## src/rtl/eth_pkg.sv

```systemverilog
// Shared Ethernet path definitions: packet type codes, ARP opcodes, broadcast MAC.
package eth_pkg;

  typedef enum logic [3:0] {
    PKT_NONE     = 4'd0,
    PKT_ARP_REQ  = 4'd1,
    PKT_ARP_RESP = 4'd2,
    PKT_UDP      = 4'd3
  } pkt_type_e;

  localparam logic [1:0]  ARP_OP_REQ  = 2'd1;
  localparam logic [1:0]  ARP_OP_RESP = 2'd2;
  localparam logic [47:0] MAC_BCAST   = 48'hFFFF_FFFF_FFFF;

endpackage

```

## src/rtl/eth_arp_entry.sv

```systemverilog
// One ARP cache entry: resolved MAC, refresh period counter, and miss/expiry tracking.
module eth_arp_entry
  import eth_pkg::*;
#(
  parameter int unsigned ARP_PERIOD_MS = 3000,
  parameter int unsigned ARP_MISS_MAX  = 3
) (
  input  logic        clk,
  input  logic        rst_n,
  input  logic        tick_i,
  input  logic [31:0] tgt_ip_i,
  input  logic [1:0]  arp_op_i,
  input  logic [47:0] arp_mac_i,
  input  logic [31:0] arp_ip_i,
  input  logic        req_sent_i,
  output logic        valid_o,
  output logic        valid_d_o,
  output logic        need_d_o,
  output logic [47:0] mac_d_o
);

  localparam logic [15:0] PER_LAST = 16'(ARP_PERIOD_MS - 1);
  localparam logic [3:0]  MISS_LIM = 4'(ARP_MISS_MAX);

  logic [47:0] mac_q, mac_d;
  logic        valid_q, valid_d, need_q, need_d, wait_q, wait_d;
  logic [3:0]  miss_q, miss_d;
  logic [15:0] per_q, per_d;

  always_comb begin
    mac_d   = mac_q;
    valid_d = valid_q;
    need_d  = need_q;
    wait_d  = wait_q;
    miss_d  = miss_q;
    per_d   = per_q;
    if (tick_i) begin
      if (per_q == PER_LAST) begin
        per_d  = '0;
        need_d = 1'b1;
        if (wait_q) begin
          if (miss_q != 4'hF) miss_d = miss_q + 4'd1;
          if (miss_d >= MISS_LIM) valid_d = 1'b0;
        end
      end else begin
        per_d = per_q + 16'd1;
      end
    end
    if (req_sent_i) begin
      need_d = 1'b0;
      wait_d = 1'b1;
      per_d  = '0;
    end
    // A matching response overrides any expiry outcome in the same cycle.
    if (arp_op_i == ARP_OP_RESP && arp_ip_i == tgt_ip_i) begin
      mac_d   = arp_mac_i;
      valid_d = 1'b1;
      wait_d  = 1'b0;
      miss_d  = '0;
    end
  end

  always_ff @(posedge clk or negedge rst_n) begin
    if (!rst_n) begin
      mac_q   <= '0;
      valid_q <= 1'b0;
      need_q  <= 1'b1;
      wait_q  <= 1'b0;
      miss_q  <= '0;
      per_q   <= '0;
    end else begin
      mac_q   <= mac_d;
      valid_q <= valid_d;
      need_q  <= need_d;
      wait_q  <= wait_d;
      miss_q  <= miss_d;
      per_q   <= per_d;
    end
  end

  assign valid_o   = valid_q;
  assign valid_d_o = valid_d;
  assign need_d_o  = need_d;
  assign mac_d_o   = mac_d;

endmodule

```

## src/rtl/eth_tx_sched.sv

```systemverilog
// Transmit scheduler: ms tick, ARP responder slot, per-target cache entries and the
// priority arbiter that picks the next packet for eth_send on each idle slot.
module eth_tx_sched
  import eth_pkg::*;
#(
  parameter int unsigned CLK_HZ        = 100000000,
  parameter int unsigned N_TGT         = 2,
  parameter int unsigned ARP_PERIOD_MS = 3000,
  parameter int unsigned ARP_MISS_MAX  = 3,
  localparam int unsigned IW = (N_TGT > 1) ? $clog2(N_TGT) : 1
) (
  input  logic                 clk,
  input  logic                 rst_n,
  input  logic [32*N_TGT-1:0]  i_tgt_ip,
  input  logic [1:0]           i_arp_op,
  input  logic [47:0]          i_arp_mac,
  input  logic [31:0]          i_arp_ip,
  input  logic [N_TGT-1:0]     i_udp_req,
  input  logic                 i_tx_sop,
  input  logic                 i_tx_eop,
  output logic [3:0]           o_pkt_type,
  output logic [47:0]          o_tgt_mac,
  output logic [31:0]          o_tgt_ip,
  output logic [IW-1:0]        o_tgt_idx,
  output logic [N_TGT-1:0]     o_valid,
  output logic                 o_ms_tick
);

  localparam int unsigned TICK_N = CLK_HZ / 1000;

  logic [31:0]   tick_cnt_q;
  logic          tick_q;
  pkt_type_e     type_q, type_d;
  logic [47:0]   mac_q, mac_d, rmac_q, rmac_d;
  logic [31:0]   ip_q, ip_d, rip_q, rip_d;
  logic [IW-1:0] idx_q, idx_d, rr_q, rr_d, ki, rk;
  logic          idle_q, idle_d, resp_pend_q, resp_pend_d, found;

  logic [N_TGT-1:0] req_sent, ent_valid_q, ent_valid_d, ent_need_d;
  logic [47:0]      ent_mac_d [N_TGT];
  logic [31:0]      tgt_ip_a  [N_TGT];

  always_ff @(posedge clk or negedge rst_n) begin
    if (!rst_n) begin
      tick_cnt_q <= '0;
      tick_q     <= 1'b0;
    end else if (tick_cnt_q == 32'(TICK_N - 1)) begin
      tick_cnt_q <= '0;
      tick_q     <= 1'b1;
    end else begin
      tick_cnt_q <= tick_cnt_q + 32'd1;
      tick_q     <= 1'b0;
    end
  end

  for (genvar k = 0; k < N_TGT; k++) begin : g_ent
    assign tgt_ip_a[k] = i_tgt_ip[32*k +: 32];
    assign req_sent[k] = i_tx_sop && (type_q == PKT_ARP_REQ) && (idx_q == IW'(k));

    eth_arp_entry #(
      .ARP_PERIOD_MS(ARP_PERIOD_MS),
      .ARP_MISS_MAX (ARP_MISS_MAX)
    ) u_ent (
      .clk       (clk),
      .rst_n     (rst_n),
      .tick_i    (tick_q),
      .tgt_ip_i  (i_tgt_ip[32*k +: 32]),
      .arp_op_i  (i_arp_op),
      .arp_mac_i (i_arp_mac),
      .arp_ip_i  (i_arp_ip),
      .req_sent_i(req_sent[k]),
      .valid_o   (ent_valid_q[k]),
      .valid_d_o (ent_valid_d[k]),
      .need_d_o  (ent_need_d[k]),
      .mac_d_o   (ent_mac_d[k])
    );
  end

  always_comb begin
    idle_d = idle_q;
    if (i_tx_eop)      idle_d = 1'b1;
    else if (i_tx_sop) idle_d = 1'b0;
    resp_pend_d = resp_pend_q;
    rmac_d      = rmac_q;
    rip_d       = rip_q;
    if (i_tx_sop && type_q == PKT_ARP_RESP) resp_pend_d = 1'b0;
    if (i_arp_op == ARP_OP_REQ) begin
      resp_pend_d = 1'b1;
      rmac_d      = i_arp_mac;
      rip_d       = i_arp_ip;
    end
    rr_d = rr_q;
    if (i_tx_sop && type_q == PKT_UDP) rr_d = IW'((32'(idx_q) + 32'd1) % N_TGT);
  end

  // Arbiter works on next-state values so an input event shows up one cycle later.
  always_comb begin
    type_d = type_q;
    mac_d  = mac_q;
    ip_d   = ip_q;
    idx_d  = idx_q;
    found  = 1'b0;
    ki     = '0;
    rk     = '0;
    if (idle_d) begin
      type_d = PKT_NONE;
      idx_d  = '0;
      if (resp_pend_d) begin
        type_d = PKT_ARP_RESP;
        mac_d  = rmac_d;
        ip_d   = rip_d;
        found  = 1'b1;
      end
      for (int unsigned k = 0; k < N_TGT; k++) begin
        ki = IW'(k);
        if (!found && ent_need_d[ki]) begin
          type_d = PKT_ARP_REQ;
          idx_d  = ki;
          ip_d   = tgt_ip_a[ki];
          mac_d  = ent_valid_d[ki] ? ent_mac_d[ki] : MAC_BCAST;
          found  = 1'b1;
        end
      end
      for (int unsigned j = 0; j < N_TGT; j++) begin
        rk = IW'((32'(rr_d) + j) % N_TGT);
        if (!found && ent_valid_d[rk] && i_udp_req[rk]) begin
          type_d = PKT_UDP;
          idx_d  = rk;
          ip_d   = tgt_ip_a[rk];
          mac_d  = ent_mac_d[rk];
          found  = 1'b1;
        end
      end
    end
  end

  always_ff @(posedge clk or negedge rst_n) begin
    if (!rst_n) begin
      type_q      <= PKT_NONE;
      mac_q       <= MAC_BCAST;
      ip_q        <= '0;
      idx_q       <= '0;
      rr_q        <= '0;
      idle_q      <= 1'b1;
      resp_pend_q <= 1'b0;
      rmac_q      <= '0;
      rip_q       <= '0;
    end else begin
      type_q      <= type_d;
      mac_q       <= mac_d;
      ip_q        <= ip_d;
      idx_q       <= idx_d;
      rr_q        <= rr_d;
      idle_q      <= idle_d;
      resp_pend_q <= resp_pend_d;
      rmac_q      <= rmac_d;
      rip_q       <= rip_d;
    end
  end

  assign o_pkt_type = type_q;
  assign o_tgt_mac  = mac_q;
  assign o_tgt_ip   = ip_q;
  assign o_tgt_idx  = idx_q;
  assign o_valid    = ent_valid_q;
  assign o_ms_tick  = tick_q;

endmodule

```

## config.mk

```make
export PLATFORM = sky130hd
export DESIGN_NAME = eth_tx_sched
export DESIGN_NICKNAME = d
export VERILOG_FILES = /design/src/rtl/eth_pkg.sv /design/src/rtl/eth_arp_entry.sv /design/src/rtl/eth_tx_sched.sv
export SDC_FILE = /design/constraint.sdc
export NUM_CORES = 1
export LEC_CHECK = 0
export CELL_PAD_IN_SITES_DETAIL_PLACEMENT = 1
export CELL_PAD_IN_SITES_GLOBAL_PLACEMENT = 1
export CORE_ASPECT_RATIO = 1.5
export CORE_MARGIN = 2
export CORE_UTILIZATION = 40
export DETAILED_ROUTE_END_ITERATION = 12
export GPL_ROUTABILITY_DRIVEN = 0
export PLACE_DENSITY = 0.73
export SETUP_SLACK_MARGIN = 0.3
export SYNTH_ARGS = -nofsm -noshare
export SYNTH_HDL_FRONTEND = slang
export SYNTH_SLANG_ARGS = --single-unit
```

## constraint.sdc

```tcl
create_clock -name clk -period 3.65 [get_ports clk]
set_input_delay 0.73 -clock clk [delete_from_list [all_inputs] [get_ports clk]]
set_output_delay 0.73 -clock clk [all_outputs]
set_load 0.02 [all_outputs]
```

Word level (Yosys, flattened, before mapping)
Cells that the tools add are included.
- register bits: 343
- input bits: 152
- output and inout bits: 88
- word-level logic and storage cells: 183
- add/sub/neg operators: 7
- $lt $le $gt $ge: 6
- equality and inequality tests: 12
- multiplexer cells: 101
- bitwise gates (word level): 3
- reduce and logical (&&, ||, !) cells: 31
- operator list (operator ; number):
    48-bit two-way mux ; 16
    32-bit two-way mux ; 13
    16-bit two-way mux ; 6
    4-bit two-way mux ; 20
    32-bit equality test ; 2
    1-bit two-way mux ; 45
    16-bit by 1-bit adder with 16-bit output, second input constant ; 2
    32-bit by 1-bit adder with 32-bit output, second input constant ; 1
    16-bit by 12-bit equality test with 1-bit output, second input constant ; 2
    32-bit by 17-bit equality test with 1-bit output, second input constant ; 1
    2-bit nonzero test ; 10
    1-bit logical AND ; 13
    4-bit by 1-bit adder with 4-bit output, second input constant ; 2
    4-bit by 2-bit equality test with 1-bit output, second input constant ; 2
    4-bit by 2-bit greater-or-equal comparator with 1-bit output, second input constant ; 2
    4-bit inequality test, second input constant ; 2
    3-bit AND reduction ; 2
    5-bit nonzero test ; 1
    4-bit by 1-bit equality test with 1-bit output, second input constant ; 1
    2-bit greater-or-equal comparator, second input constant ; 2
    1-bit zero test ; 4
    1-bit by 2-bit < comparator with 1-bit output, second input constant ; 2
    1-bit NOT with 2-bit output ; 2
    1-bit adder, second input constant ; 2
    5 further kinds ; 5

Longest topological paths before layout
Gate-level depths: netlist of run 1.
- depth after elaboration: 24
- depth in mapped cells: 12
- mapped depth without buffers: 10

Hierarchy
From an unflattened synthesis of run 1, not the netlist that was laid out.
- cell total of the unflattened synthesis: 1969
- area total of the unflattened synthesis: 20667.3 sq um
- by module, submodules not included (module ; times used ; cells each ; area an instance (sq um) ; sequential area each (sq um)):
    eth_tx_sched ; 1 ; 1401 ; 13903.3 ; 5041.1
    eth_arp_entry ; 2 ; 284 ; 3382.0 ; 1778.0

Least setup slack after synthesis of run 1
OpenSTA, ideal clock, no wires.
- path kind: in2reg
- start: in i_arp_ip[29]
- end: reg ip_q[10], in the netlist o_tgt_ip[10]
- library setup time: 0.129 ns
- arrival time: 3.003 ns
- data required time: 3.521 ns
- slack: 0.518 ns
- stages on the path: 10
- path buffers: 2
- cells stage by stage: xor2_1 nand4bb_1 or4_1 or3_1 buf_2 a211oi_2 a22oi_2 o21ai_4 buf_6 o31ai_1
- word-level cells in the longest chain between the ends: 14
- elaborated cells on any way between the ends: 21
- classes of those cells: 2 x eq/ne; 10 x mux; 9 x reduce/logical
- ends and longest elaborated chain (what ; RTL line ; source):
    from (decl) ; eth_tx_sched.sv:17 ; input logic [31:0] i_arp_ip,
    32-bit equality test ; eth_arp_entry.sv:55 ; if (arp_op_i == ARP_OP_RESP && arp_ip_i == tgt_ip_i) begin
    1-bit logical AND ; eth_arp_entry.sv:55 ;
    1-bit two-way mux ; eth_arp_entry.sv:55 ;
    1-bit two-way mux (implied by the code) (2 in a row) ; eth_tx_sched.sv:126 ; if (!found && ent_valid_d[rk] && i_udp_req[rk]) begin
    1-bit logical AND (2 in a row) ; eth_tx_sched.sv:126 ;
    1-bit two-way mux ; eth_tx_sched.sv:126 ;
    1-bit two-way mux ; eth_tx_sched.sv:105 ; if (idle_d) begin
    1-bit zero test ; eth_tx_sched.sv:126 ;
    1-bit logical AND (2 in a row) ; eth_tx_sched.sv:126 ;
    5-bit nonzero test (no source line) ; -- ;
    2-bit AND reduction (no source line) ; -- ;
    to (signal assigned) ; eth_tx_sched.sv:151 ; ip_q <= ip_d;
    to (decl) ; eth_tx_sched.sv:35 ; logic [31:0] ip_q, ip_d, rip_q, rip_d;
Parallel ways exist; a longest one is shown, timed or not. The select of a mux whose other input is x is not followed.
A chain may end at the register's enable or synchronous reset.

Worst setup path after layout of run 1
- start: in i_arp_ip[22]
- end: reg ip_q[17], in the netlist o_tgt_ip[17]
Same word-level chain as after synthesis.

==> summary.txt, run 1 <==
Logic synthesis
  • Post-Synthesis Cells: between 1500 and 2000
  • Number of flops mapped to enable cells by yosys: 0
  • Most instantiated flip-flop cell in the synthesis netlist: sky130_fd_sc_hd__dfrtp_1
  • Synth async-reset ratio: 100.0%
  • Count leader, synth: sky130_fd_sc_hd__nand2_1
  • Top cells by area in the synthesized netlist: sky130_fd_sc_hd__dfrtp_1, sky130_fd_sc_hd__dfstp_2, sky130_fd_sc_hd__nand2_1
  • Cell area after synthesis: about 0.018 sq mm
  • Leading area contributor after synthesis: sky130_fd_sc_hd__dfrtp_1
  • Mean post-synth cell area: around 9.4 sq um
  • Register bit total from synthesis: between 300 and 400
  • Part of the Yosys area used for sequential elements: a little under half
  • Yosys warns: 0
  • Unique masters post-synth: 76
  • Commonest cells in the synthesized netlist: sky130_fd_sc_hd__nand2_1, sky130_fd_sc_hd__dfrtp_1, sky130_fd_sc_hd__inv_1, sky130_fd_sc_hd__nor2_1, sky130_fd_sc_hd__mux2i_1
  • Area share of the leading cell type in the synthesized netlist: 39.92%

Timing
  • Setup slack after layout: 338.2 ps
  • Relative slew slack: around three fifths
  • FMAX: about 0.30 GHz
  • Number of setup violations in the final report: 0
  • Final hold violation count: 0
  • Final period demand of the worst path: roughly 3300 ps
  • Setup Skew: approximately 28 ps
  • Final number of max-transition violations: 0
  • Final-layout setup total negative slack: 0 ps
  • Final Cycle Share: ~90%
  • Unrepaired setup endpoints after global routing: false
  • Transition time at the pin with the least slew margin: between 600 and 700 ps

Clock tree
  • Number of sinks on the clock net: around 340
  • Clock transition at path regs: 60 ps
  • CTS root buffer: sky130_fd_sc_hd__clkbuf_16
  • Worst-Skew Late Latency: about 560 ps
  • TritonCTS clock tree: yes
  • Worst-case clock buffer depth: 3
  • Number of hold buffers added after cts: 0
  • CTS H-tree depth: 2
  • Num CTS Buffers: 37

Routing
  • Initial DRC count: ~1300
  • Final wirelength: just over 70000 microns
  • Via total after detailed routing: between 15000 and 20000
  • Drt pass-1 iters: 7
  • Avg Vias per Cell: 5.994
  • Residual antenna-violating net count after detailed routing: 0
  • Average wire per standard cell: between 20 and 25 microns
  • Number of remaining DRC errors: 0

Cells and area
  • Total Nets Final: about 2400
  • Share of cells above drive strength 1: 16.16%
  • Count of placed standard cells in the final layout, fillers left out: slightly below 3000
  • Area overhead of the layout relative to synthesis: 34.23%

Min path
  • Worst hold-check path type: primary input to async pin

Worst setup path
  • Path type of the worst setup path: primary input to flip-flop
  • Crit path buffers/inverters: 3
  • Delay of the slowest critical-path stage: between 500 and 600 ps
  • Largest delay share family, worst path: simple AND/OR/NAND/NOR gates
  • Kind of end point of the critical path: flip-flop
  • Worst path slowest cell: sky130_fd_sc_hd__or4_4
  • Required time at the endpoint of the critical path: a little over 4000 ps
  • CP Max Fanout: 7
  • Worst-path cell chain: clkdlybuf4s50_1, xnor2_2, nand4bb_1, or4_4, or3_4, a211oi_4, a22oi_2, o21ai_4, buf_8, clkbuf_16, o31ai_1
  • Critical path launch point type: primary input
  • Arrival time of data at the critical path endpoint: around 3700 ps
  • R2R setup slack: around 400 ps

Global routing
  • Overall Global Routing Usage: 29.33%
  • Antenna violations before repair: 5
  • Largest net degree at the start of global routing: 76
  • Remaining Overflow, GRT: 0
  • Wire length of the first global-routing pass: 107900 microns
  • Vias in the first global route: a little under 20000

Floorplanning
  • Die ar.: approximately 0.047 sq mm
  • Die Y-Extent: ~270 microns
  • Top-level I/O count: 240
  • Effective utilization at floorplan: 40.57%
  • Area of the core: roughly 0.045 sq mm
  • Overall die width: 178.1 microns
  • Floorplan row count: 95

Placement
  • Pre-CTS setup slack: -528.2 ps
  • Count of buffers inserted at the top-level ports: 237
  • Detailed-placement wirelength estimate: around 48000 microns
  • Cell total after placement: ~2800

Pwr
  • Static Leakage: between 10 and 15 nW
  • Worst-case vdd ir drop: about 0.44 mV
  • Power per cell area: 638.7 mW/mm^2

Outcome
  • Run status: complete, no violations

Flow run
  • Number of maximum-capacitance violations: 0
-- kinds of logic (layout without fill, tap and decap cells) --
family | count (synthesis) | in the layout | share of synthesized area [%]
AND/OR/NAND/NOR | 636 | 636 | 16.42
other | 1 | 7 | 0.02063
XOR/XNOR | 118 | 118 | 5.685
multiplexers | 97 | 97 | 5.348
flip-flops | 341 | 341 | 47.29
adder cells (fa/ha/maj) | 5 | 5 | 0.3441
AO/OA/AOI/OAI | 448 | 449 | 18.14
buffers and inverters | 291 | 666 | 6.751
-- final cells by class --
type | instances | area, sq um
antenna | 5 | 12.51
clock buffer | 63 | 1145
clock inverter | 5 | 51.30
fill | 4991 | 20410
inverter | 161 | 604.3
multi-input combinational | 1307 | 8742
sequential | 341 | 8598
tap | 582 | 728.2
timing repair buffer | 437 | 4521
-- sequential cells by signal, indices dropped and copies added (netlist names) --
name / flops
resp_pend_q: 1
rmac_q: 48
rr_q: 1
g_ent.u_ent.wait_q: 2
g_ent.u_ent.mac_q: 96
o_tgt_idx: 1
g_ent.u_ent.miss_q: 8
g_ent.u_ent.valid_o: 2
o_tgt_mac: 48
idle_q: 1
o_ms_tick: 1
tick_cnt_q: 32
o_tgt_ip: 32
g_ent.u_ent.per_q: 32
g_ent.u_ent.need_q: 2
o_pkt_type: 2
rip_q: 32
-- worst paths after layout --
kind | from | endpoint | cells past startpoint
worst min register to register | rip_q[4] | rip_q[4] | 2
worst max-delay path | i_arp_ip[22] | o_tgt_ip[17] | 11
worst max register to register | g_ent[0].u_ent.per_q[12] | o_tgt_ip[5] | 10
max in group asynchronous | rst_n | g_ent[1].u_ent.per_q[4] | 2
min in group clk | rip_q[4] | rip_q[4] | 2
worst min-delay path | rst_n | g_ent[1].u_ent.mac_q[12] | 1
-- cell usage in the layout (no fill, tap or decap), types with 43 or more instances in the layout --
cell	Yosys	layout
sky130_fd_sc_hd__dfrtp_1	290	289
sky130_fd_sc_hd__o21bai_1	44	44
sky130_fd_sc_hd__a222oi_1	48	48
sky130_fd_sc_hd__xnor2_1	70	59
sky130_fd_sc_hd__nand4_1	76	76
sky130_fd_sc_hd__mux2i_1	96	91
sky130_fd_sc_hd__buf_4	6	149
sky130_fd_sc_hd__o211ai_1	47	47
sky130_fd_sc_hd__dfstp_2	51	51
sky130_fd_sc_hd__nor2_1	114	112
sky130_fd_sc_hd__o22ai_1	74	74
sky130_fd_sc_hd__xor2_1	48	46
sky130_fd_sc_hd__nand2_1	304	304
sky130_fd_sc_hd__clkdlybuf4s50_1	0	219
sky130_fd_sc_hd__clkbuf_16	0	43
sky130_fd_sc_hd__o21ai_0	70	70
sky130_fd_sc_hd__inv_1	159	159
-- power by group --
part	internal [mW]	total [mW]	switching [mW]
Clock	2.15	3.78	1.63
Sequential	4.61	5.07	0.465
Combinational	2.74	6.74	3.99
-- routing by layer --
metal / GRT usage [%] / share of wire, % / up-vias
met4: 17.15 / 5.8 / 0
met2: 51.98 / 51 / 676
met1: 33.34 / 38 / 8845
li1: - / - / 7647
met5: 0 / 0 / -
met3: 4.031 / 5.5 / 221
-- per-stage QoR --
step | hold WS, ps | instance area (sq um) | power, mW | util, %
2_1_floorplan | 434.4 | 18180 | 8.072 | -
3_3_place_gp | 453.5 | 22590 | 11.28 | 50.41
3_5_place_dp | 462.5 | 22590 | 11.43 | 50.41
4_1_cts | 73.12 | 23910 | 15.34 | 53.35
5_1_grt | 92.68 | 24400 | 16.18 | 54.45
6_report | 70.91 | 24400 | 15.59 | 54.45
-- what timing repair did --
action	in CTS	in global routing
pin swaps	2	25
endpoints found under the setup margin	82	81
buffers inserted	3	9
hold endpoints to repair	0	0
gates resized for setup	15	57
gates cloned	0	8
Note: power is estimated with default switching activity, not from simulation.
==> inputs of run 2 (changes only) <==
--- a/config.mk
+++ b/config.mk
@@ -14,6 +14,7 @@
 export GPL_ROUTABILITY_DRIVEN = 0
 export PLACE_DENSITY = 0.73
 export SETUP_SLACK_MARGIN = 0.3
+export SLEW_MARGIN = 20
 export SYNTH_ARGS = -nofsm -noshare
 export SYNTH_HDL_FRONTEND = slang
 export SYNTH_SLANG_ARGS = --single-unit
==> results of run 2 <==
The final DEF is identical to that of run 1; final timing and power are the same.
==> inputs of run 3 (changes only) <==
--- a/config.mk
+++ b/config.mk
@@ -13,6 +13,7 @@
 export DETAILED_ROUTE_END_ITERATION = 12
 export GPL_ROUTABILITY_DRIVEN = 0
 export PLACE_DENSITY = 0.73
+export REMOVE_ABC_BUFFERS = 1
 export SETUP_SLACK_MARGIN = 0.3
 export SLEW_MARGIN = 20
 export SYNTH_ARGS = -nofsm -noshare
==> run 3 against run 2 <==
  * Die area unchanged
  * Critical path depth is 1 higher
  * Worst hold slack better by 41 ps
  * Total power is 0.31% lower
  * Sequential share of layout area is essentially flat
  * Via count up 0.43%
  * Design area about the same
  * Register-to-register slack worse by 60 ps
  * Global-route usage fell by 0.44 points
  * Core utilization up 0.050 points
  * Non-clock buffer count increased by 14
  * First-iteration DRC count decreased by 7.1%
  * Critical endpoint is now o_tgt_ip[5]
==> summary.txt, run 3 (same netlist as run 1, synthesis figures left out) <==
Cells and area
  • Area overhead of the layout relative to synthesis: 34.35% (about the same)
  • Max FFs per register: 96 (unchanged)
  • Count of placed standard cells in the final layout, fillers left out: 2907 (+0.21%)
  • Commonest non-fill, non-tap cell in the layout: sky130_fd_sc_hd__nand2_1
  • Number of fill cells in the layout: 5001 (+0.20%)
  • Commonest cells after routing, fill and taps aside: sky130_fd_sc_hd__nand2_1, sky130_fd_sc_hd__dfrtp_1, sky130_fd_sc_hd__clkdlybuf4s50_1
  • Total Nets Final: 2455 (+0.53%)
  • Share of cells above drive strength 1: 17.00% (+0.83 points)
  • Combined area of the multi-input logic cells: 0.008773 sq mm (+0.36%)
  • Largest Register: g_ent.u_ent.mac_q
  • Sequential Area: 0.008597 sq mm (about the same)

Worst setup path
  • Kind of end point of the critical path: flip-flop
  • Arrival time of data at the critical path endpoint: 3810 ps (+80 ps)
  • Worst-path cell chain: clkdlybuf4s50_1, buf_4, xnor2_1, nand4_1, nor3_2, buf_4, and3_1, o21ai_4, a22o_4, buf_4, a32oi_2, o31ai_4
  • Required time at the endpoint of the critical path: 4060 ps (about the same)
  • Critical path launch point type: primary input
  • Worst path slowest cell: sky130_fd_sc_hd__clkdlybuf4s50_1
  • Library cell appearing most often on the critical path: sky130_fd_sc_hd__buf_4
  • Path type of the worst setup path: primary input to flip-flop
  • CP Max Fanout: 10 (+3)
  • Delay of the slowest critical-path stage: 450 ps (-100 ps)

Timing
  • Relative slew slack: 56.72% (-1.6 points)
  • Final hold violation count: 0 (unchanged)
  • Transition time at the pin with the least slew margin: 632.8 ps (+7.652 ps)
  • Unrepaired setup endpoints after global routing: true
  • Setup Skew: 10.84 ps (-17.38 ps)
  • Number of setup violations in the final report: 0 (unchanged)
  • Worst hold margin: 111.6 ps (+40.68 ps)
  • Final Cycle Share: 93.14% (+2.4 points)
  • FMAX: 0.2942 GHz (-2.6%)
  • Final number of max-transition violations: 0 (unchanged)
  • Final period demand of the worst path: 3400 ps (+87.73 ps)

Routing
  • Initial DRC count: 1243 (-7.1%)
  • Number of remaining DRC errors: 0 (unchanged)
  • Final wirelength: 69680 microns (-3.3%)
  • Via total after detailed routing: 17464 (+0.43%)
  • Avg Vias per Cell: 6.008 (+0.22%)
  • Average wire per standard cell: 23.97 microns (-3.5%)
  • Residual antenna-violating net count after detailed routing: 0 (unchanged)
  • Drt pass-1 iters: 9 (+2)

Floorplanning
  • Effective utilization at floorplan: 40.57% (unchanged)
  • Die ar.: 0.04721 sq mm (unchanged)
  • Top-level I/O count: 240 (unchanged)
  • Area of the core: 0.04481 sq mm (unchanged)
  • Floorplan row count: 95 (unchanged)
  • Overall die width: 178.1 microns (unchanged)
  • Die Y-Extent: 265.1 microns (unchanged)

Pwr
  • Static Leakage: 11.30 nW (+0.47%)
  • Switch share: 38.71% (-0.36 points)
  • Final Power: 15.54 mW (-0.31%)
  • Sequential cell fraction of total power: 32.8% (+0.3 points)
  • Worst-case vdd ir drop: 0.3528 mV (-20%)
  • Part of the total power dissipated in combinational logic: 42.6% (-0.6 points)
  • Internal power: 9.523 mW (+0.27%)
  • Clock Power Share: 24.6% (+0.4 points)
  • Power per cell area: 636.1 mW/mm^2 (-0.41%)
  • P_sw: 6.014 mW (-1.2%)

Placement
  • Count of buffers inserted at the top-level ports: 237 (unchanged)
  • Detailed-placement wirelength estimate: 47370 microns (-0.30%)
  • Cell total after placement: 2825 (+0.61%)

Global routing
  • Wire length of the first global-routing pass: 107300 microns (-0.58%)
  • Largest net degree at the start of global routing: 93 (+22%)
  • Antenna violations before repair: 1 (-4)
  • Vias in the first global route: 19230 (-0.088%)
  • Overall Global Routing Usage: 28.89% (-0.44 points)
  • Remaining Overflow, GRT: 0 (unchanged)

Outcome
  • Run status: complete, no violations

Clock tree
  • Worst-case clock buffer depth: 3 (unchanged)
  • Clock transition at path regs: 70 ps (about the same)
  • CTS H-tree depth: 2 (unchanged)
  • Worst-Skew Late Latency: 540 ps (-20 ps)
  • TritonCTS clock tree: yes
  • Number of sinks on the clock net: 341 (unchanged)
  • CTS root buffer: sky130_fd_sc_hd__clkbuf_16
  • Num CTS Buffers: 37 (unchanged)

Flow run
  • Number of maximum-capacitance violations: 0 (unchanged)

Min path
  • Worst hold-check path type: primary input to async pin
## run 3: metal layers
layer | GRT usage [%] | vias to the layer above | share of wire [%]
met4 | 14.58 | 0 | 4.9
met3 | 3.831 | 205 | 5.4
met1 | 32.85 | 8893 | 38
li1 | - | 7686 | -
met5 | 0 | - | 0
met2 | 52.38 | 680 | 52
## run 3: metrics by stage
stage                     TNS, ps  worst slack [ps]  utilization (%)  cell area (sq um)
after floorplan           -200520             -2668                -              17560
after global placement     -29590            -387.8            50.60              22680
after detailed placement   -32930            -448.0            50.60              22680
after CTS                       0             276.1            53.47              23960
after global routing            0             123.0            54.51              24420
final                           0             250.4            54.51              24420
## run 3: path summary, 6_finish.rpt
check | depth (start not counted) | end | start | slack (ps)
worst min register to register | 1 | tick_cnt_q[4] | tick_cnt_q[4] | 470
max in group asynchronous | 2 | tick_cnt_q[15] | rst_n | 2540
min in group clk | 1 | tick_cnt_q[4] | tick_cnt_q[4] | 470
worst max-delay path | 12 | o_tgt_ip[5] | i_arp_ip[4] | 250
worst max register to register | 9 | o_tgt_ip[5] | g_ent[0].u_ent.per_q[3] | 340
worst min-delay path | 1 | rip_q[3] | rst_n | 110
## run 3: cell type report
type | count | share of cell area, %
well taps | 582 | 2.981
repair buffers | 451 | 18.51
clock buffers | 53 | 4.411
multi-input cells | 1306 | 35.92
clock inverters | 12 | 0.4969
diodes | 1 | 0.01025
flip-flops and latches | 341 | 35.20
inverters | 161 | 2.474
## run 3: worst max-delay path: cells and delay by family
family | cells | cell delay (ps)
AND/OR/NAND/NOR | 3 | 750
XOR/XNOR | 1 | 300
buffers and inverters | 4 | 1010
AO/OA/AOI/OAI | 4 | 1010
## run 3: power groups by stage
| stage | Combinational (mW) | Clock, mW | Sequential (mW) |
|---|---|---|---|
| 2_1_floorplan | 2.30 | 0 | 5.55 |
| 3_3_place_gp | 6.11 | 0 | 5.15 |
| 3_5_place_dp | 6.26 | 0 | 5.15 |
| 4_1_cts | 6.33 | 3.87 | 5.10 |
| 5_1_grt | 6.98 | 4.01 | 5.16 |
| 6_report | 6.62 | 3.82 | 5.10 |
## run 3: what timing repair did
action | CTS | global route
setup buffers | 2 | 9
gates resized for setup | 12 | 54
cloned | 0 | 5
pin swaps | 3 | 14
hold endpoints to repair | 0 | 0
hold buffers | 0 | 0
endpoints found under the setup margin | 82 | 80
==> variant 1, RTL diff (flow settings as in run 3) <==
The parameter `N_TGT` goes from 2 to 1.
--- a/src/rtl/eth_tx_sched.sv
+++ b/src/rtl/eth_tx_sched.sv
@@ -4,7 +4,7 @@
   import eth_pkg::*;
 #(
   parameter int unsigned CLK_HZ        = 100000000,
-  parameter int unsigned N_TGT         = 2,
+  parameter int unsigned N_TGT         = 1,
   parameter int unsigned ARP_PERIOD_MS = 3000,
   parameter int unsigned ARP_MISS_MAX  = 3,
   localparam int unsigned IW = (N_TGT > 1) ? $clog2(N_TGT) : 1
Ports: changed (resized i_tgt_ip, i_udp_req and o_valid); port bits go from 240 to 206. No check against the original RTL was run, so the function may have changed too.
==> variant 1 against run 3 <==
Final area shrank 34%; sequential cell count shrank 73; critical path depth shrank 3; power shrank 42%; synthesized area shrank 31%; combinational power shrank 67%; via count shrank 49%; routed wire length shrank 53%; worst setup slack gained 0.18 ns; core utilization shrank 2.4 points; critical path type is now flop to flop; largest cell class is now registers; largest power group is now sequential cells.
==> variant 1: results (changes against run 3) <==
Yosys
  – Post-Syn Area per Cell: 11.7 um2 (+24%)
  – Netlist cell types: 49 (-36%)
  – Seq/Total Area, Yosys: 0.538 (+0.0648)
  – Ys async rst share: 1.00 (unchanged)
  – Top post-synthesis cells by area: dfrtp_1, mux2_2, dfstp_2, mux2i_1, o2bb2ai_1
  – Synthesis Warnings: 0 (unchanged)
  – Synth cell count leaders: dfrtp_1, mux2_2, nand2_1

Power
  – Seq. pwr: 0.00385 W (-25%)
  – VDD IR-drop max: 0.355 mV (+0.58%)
  – Switching Share: 0.295 (-0.0923)
  – Logic pwr share: 0.245 (-0.181)
  – P_leak: 6.62 nW (-41%)

Global route
  – Initial antenna violation count: 1 (unchanged)
  – Vias in the first global route: 10000 (-48%)
  – Overall Global Routing Usage: 0.205 (-0.0839)
  – First-pass GRT wire length: 54100 um (-50%)
  – Pin count of the biggest net entering global routing: 98 (+5.4%)

Route
  – Via density: 5.21 (-13%)
  – DRT iter0 DRCs: 271 (-78%)
  – WL/cell: 19.3 um (-20%)
  – DR pass1 iterations: 4 (-5)

Finish
  – Final net count: 1405 (-43%)
  – Non-filler cells, final: 1712 (-41%)
  – Layout cells sized above 1: 0.207 (+0.0368)

Place
  – Post-DP HPWL: 22500 um (-53%)
  – Port bufs: 202 (-15%)
  – Placed Instances: 1657 (-41%)
  – DP Area: 15200 um2 (-33%)

STA
  – Final Skew: 0.0209 ns (+0.0101 ns)
  – Max-slew headroom: 0.461 (-0.106)

Clock network
  – Clock Tree Root: clkbuf_16
  – Worst-Skew Late Latency: 0.57 ns (+0.03 ns)
  – Longest Clk Path Bufs: 3 (unchanged)
  – CTS buffer count: 29 (-22%)
  – H-tree depth: 1 (-1)
  – Post-CTS Resized: 0 (-12)
  – Post CTS Setup Buffer Count: 0 (-2)
  – CTS clk-pin slew, worst paths: 0.06 ns

Setup path
  – Worst Setup End Kind: flop
  – R2R Path End: o_tgt_ip[12]$_DFFE_PN0P_
  – Arrival time at the worst endpoint: 3.63 ns (-0.18 ns)
  – Worst Reg-to-Reg Cells: 9 (unchanged)
  – Worst Setup Start Kind: flop
  – Crit Path Max Fanout: 13 (+3)
  – FF-to-FF Start: g_ent[0].u_ent.per_q[3]$_DFFE_PN0P_
  – Reg2Reg Setup Slack: 0.43 ns (+0.09 ns)

Outcome
  – Outcome: finished, final reports clean

Min path
  – Worst Hold Class: input port to async pin
==> variant 1: layout make-up <==
cell class,count,area (um2)
multi-input combinational,735,5470
clock buffer,37,776
sequential,268,6770
timing repair buffer,233,2420
inverter,16,60.1
antenna,1,2.50
clock inverter,17,180
fill,3285,14900
tap,405,507
==> variant 1: cells by family (layout without fill, tap and decap cells) <==
| family | count (synthesis) | count (layout) | share of synthesized area |
|---|---|---|---|
| AND/OR/NAND/NOR | 292 | 292 | 0.116 |
| AO/OA/AOI/OAI | 151 | 151 | 0.0785 |
| other | 1 | 4 | 0.000298 |
| multiplexers | 211 | 211 | 0.181 |
| adder cells (fa/ha/maj) | 3 | 3 | 0.00298 |
| buffers and inverters | 78 | 303 | 0.0315 |
| flip-flops | 268 | 268 | 0.538 |
| XOR/XNOR | 75 | 75 | 0.0522 |
==> variant 1: stage by stage <==
step	worst slack (ns)	utilization	power, W	hold slack (ns)
2_1_floorplan	-4.88	-	0.00492	0.433
3_3_place_gp	-0.0641	0.491	0.00608	0.444
3_5_place_dp	-0.112	0.491	0.00615	0.455
4_1_cts	0.465	0.521	0.00916	0.224
5_1_grt	0.310	0.521	0.00948	0.244
6_report	0.435	0.521	0.00902	0.195
==> variant 1: routing by layer <==
layer  vias to the layer above  GRT usage  routed length (um)
met3                        58     0.0237                1040
met5                         -          0                   0
met4                         0     0.0657                 986
met2                       165      0.381               17800
met1                      4519      0.244               13200
li1                       4184          -                   -
==> variant 1: worst max-delay path, stage by stage (launching register included) <==
cell and delay, ns:
dfrtp_1 0.45, or4b_2 0.74, nor4_1 0.35, o21ai_0 0.35, a21boi_4 0.24, o31a_2 0.22
buf_12 0.18, buf_12 0.17, mux2i_1 0.26, o21ai_0 0.11
==> variant 2, RTL diff (config.mk and constraints of run 3) <==
Made on the original files. Make the reset (`rst_n`) synchronous in 3 clocked blocks.
--- a/src/rtl/eth_arp_entry.sv
+++ b/src/rtl/eth_arp_entry.sv
@@ -60,7 +60,7 @@
     end
   end
 
-  always_ff @(posedge clk or negedge rst_n) begin
+  always_ff @(posedge clk) begin
     if (!rst_n) begin
       mac_q   <= '0;
       valid_q <= 1'b0;
--- a/src/rtl/eth_tx_sched.sv
+++ b/src/rtl/eth_tx_sched.sv
@@ -40,7 +40,7 @@
   logic [47:0]      ent_mac_d [N_TGT];
   logic [31:0]      tgt_ip_a  [N_TGT];
 
-  always_ff @(posedge clk or negedge rst_n) begin
+  always_ff @(posedge clk) begin
     if (!rst_n) begin
       tick_cnt_q <= '0;
       tick_q     <= 1'b0;
@@ -134,7 +134,7 @@
     end
   end
 
-  always_ff @(posedge clk or negedge rst_n) begin
+  always_ff @(posedge clk) begin
     if (!rst_n) begin
       type_q      <= PKT_NONE;
       mac_q       <= MAC_BCAST;
Check against the original RTL: differs if rst_n is asserted again (counterexample within 4 cycles, from zero or initial values and one cycle with rst_n low); with rst_n held inactive, the same outputs for 4 cycles.
==> variant 2 against run 3 <==
Fmax grew 3.2%; worst setup slack improved by 0.11 ns; routed wire length up 3.7%; sequential cell count did not move; synthesized cell count up 7.0%; global-route usage up 0.39 points; critical path type is now flop to flop; synthesized area grew 0.30%; final area is 1.8% lower; count of clock-buffer cells in the layout grew 1.
Power is not compared: it rests on default switching activity, and its combinational part moved more than twofold at a synthesized area within 25%.
==> variant 2: results (changes against run 3) <==
STA
  – Final Skew: 0.0186 ns (+0.00771 ns)
  – Final Cycle Share: 0.903 (-0.0288)

Yosys
  – XOR/XNOR Fraction of Synth Area: 0.0586 (+0.00175)
  – Seq/Total Area, Yosys: 0.374 (-0.0985)
  – Synthesized instance count: 2072 (+7.0%)
  – Netlist cell types: 70 (-7.9%)
  – Ys async rst share: 0 (-1.00)

Clock network
  – Post CTS Setup Buffer Count: 6 (+4)
  – CTS buffer count: 38 (+2.7%)

Outcome
  – Outcome: finished, final reports clean

Finish
  – Layout cells sized above 1: 0.138 (-0.0317)
  – Final core utilization: 0.534 (-0.0112)
  – Data buffer area share: 0.169 (-0.0159)
  – Multi-input combinational area share: 0.438 (+0.0792)
  – Invs w/o clock: 181 (+12%)
  – Non-clock buffer count: 391 (-13%)

Setup path
  – Reg2Reg Setup Slack: 0.36 ns (+0.02 ns)
  – Crit path largest cell delay: 0.58 ns (+0.13 ns)
  – FF-to-FF Start: g_ent[0].u_ent.per_q[12]$_SDFFE_PP0P_

Global route
  – Met2 GRT Util: 0.525 (+0.00153)
  – Vias in the first global route: 19100 (-0.75%)
  – Initial antenna violation count: 3 (+2)
  – Met3 usage: 0.0402 (+0.00186)
  – Global-route track usage on met1: 0.341 (+0.0120)

Route
  – WL/cell: 24.6 um (+2.8%)
  – Detailed Route WL: 72300 um (+3.7%)
  – DRT iter0 DRCs: 1029 (-17%)
  – DR pass1 iterations: 5 (-4)

Place
  – DP Area: 22200 um2 (-2.2%)
[variant 2: cell types whose count changed in the layout (fill, tap and decap cells not counted), sizes merged, moves of 51 or more]
cell / before / now
a21boi: 0 / 53
nand2: 305 / 146
nor2b: 5 / 136
dfstp: 51 / 0
buf: 211 / 151
dfrtp: 290 / 0
o21ai: 74 / 14
dfxtp: 0 / 341
a32o: 0 / 52
[variant 2: power groups by stage]
stage / Clock [W] / Sequential (W) / Combinational, W
2_1_floorplan: 0 / 0.00415 / 0.000716
3_3_place_gp: 0 / 0.00405 / 0.00168
3_5_place_dp: 0 / 0.00406 / 0.00171
4_1_cts: 0.00380 / 0.00397 / 0.00175
5_1_grt: 0.00395 / 0.00399 / 0.00194
6_report: 0.00374 / 0.00398 / 0.00183
[variant 2: per-layer routing]
| layer | vias up | share of wire |
|---|---|---|
| li1 | 8057 | - |
| met3 | 173 | 0.057 |
| met1 | 8940 | 0.40 |
| met2 | 642 | 0.50 |
| met5 | - | 0.00061 |
| met4 | 6 | 0.044 |
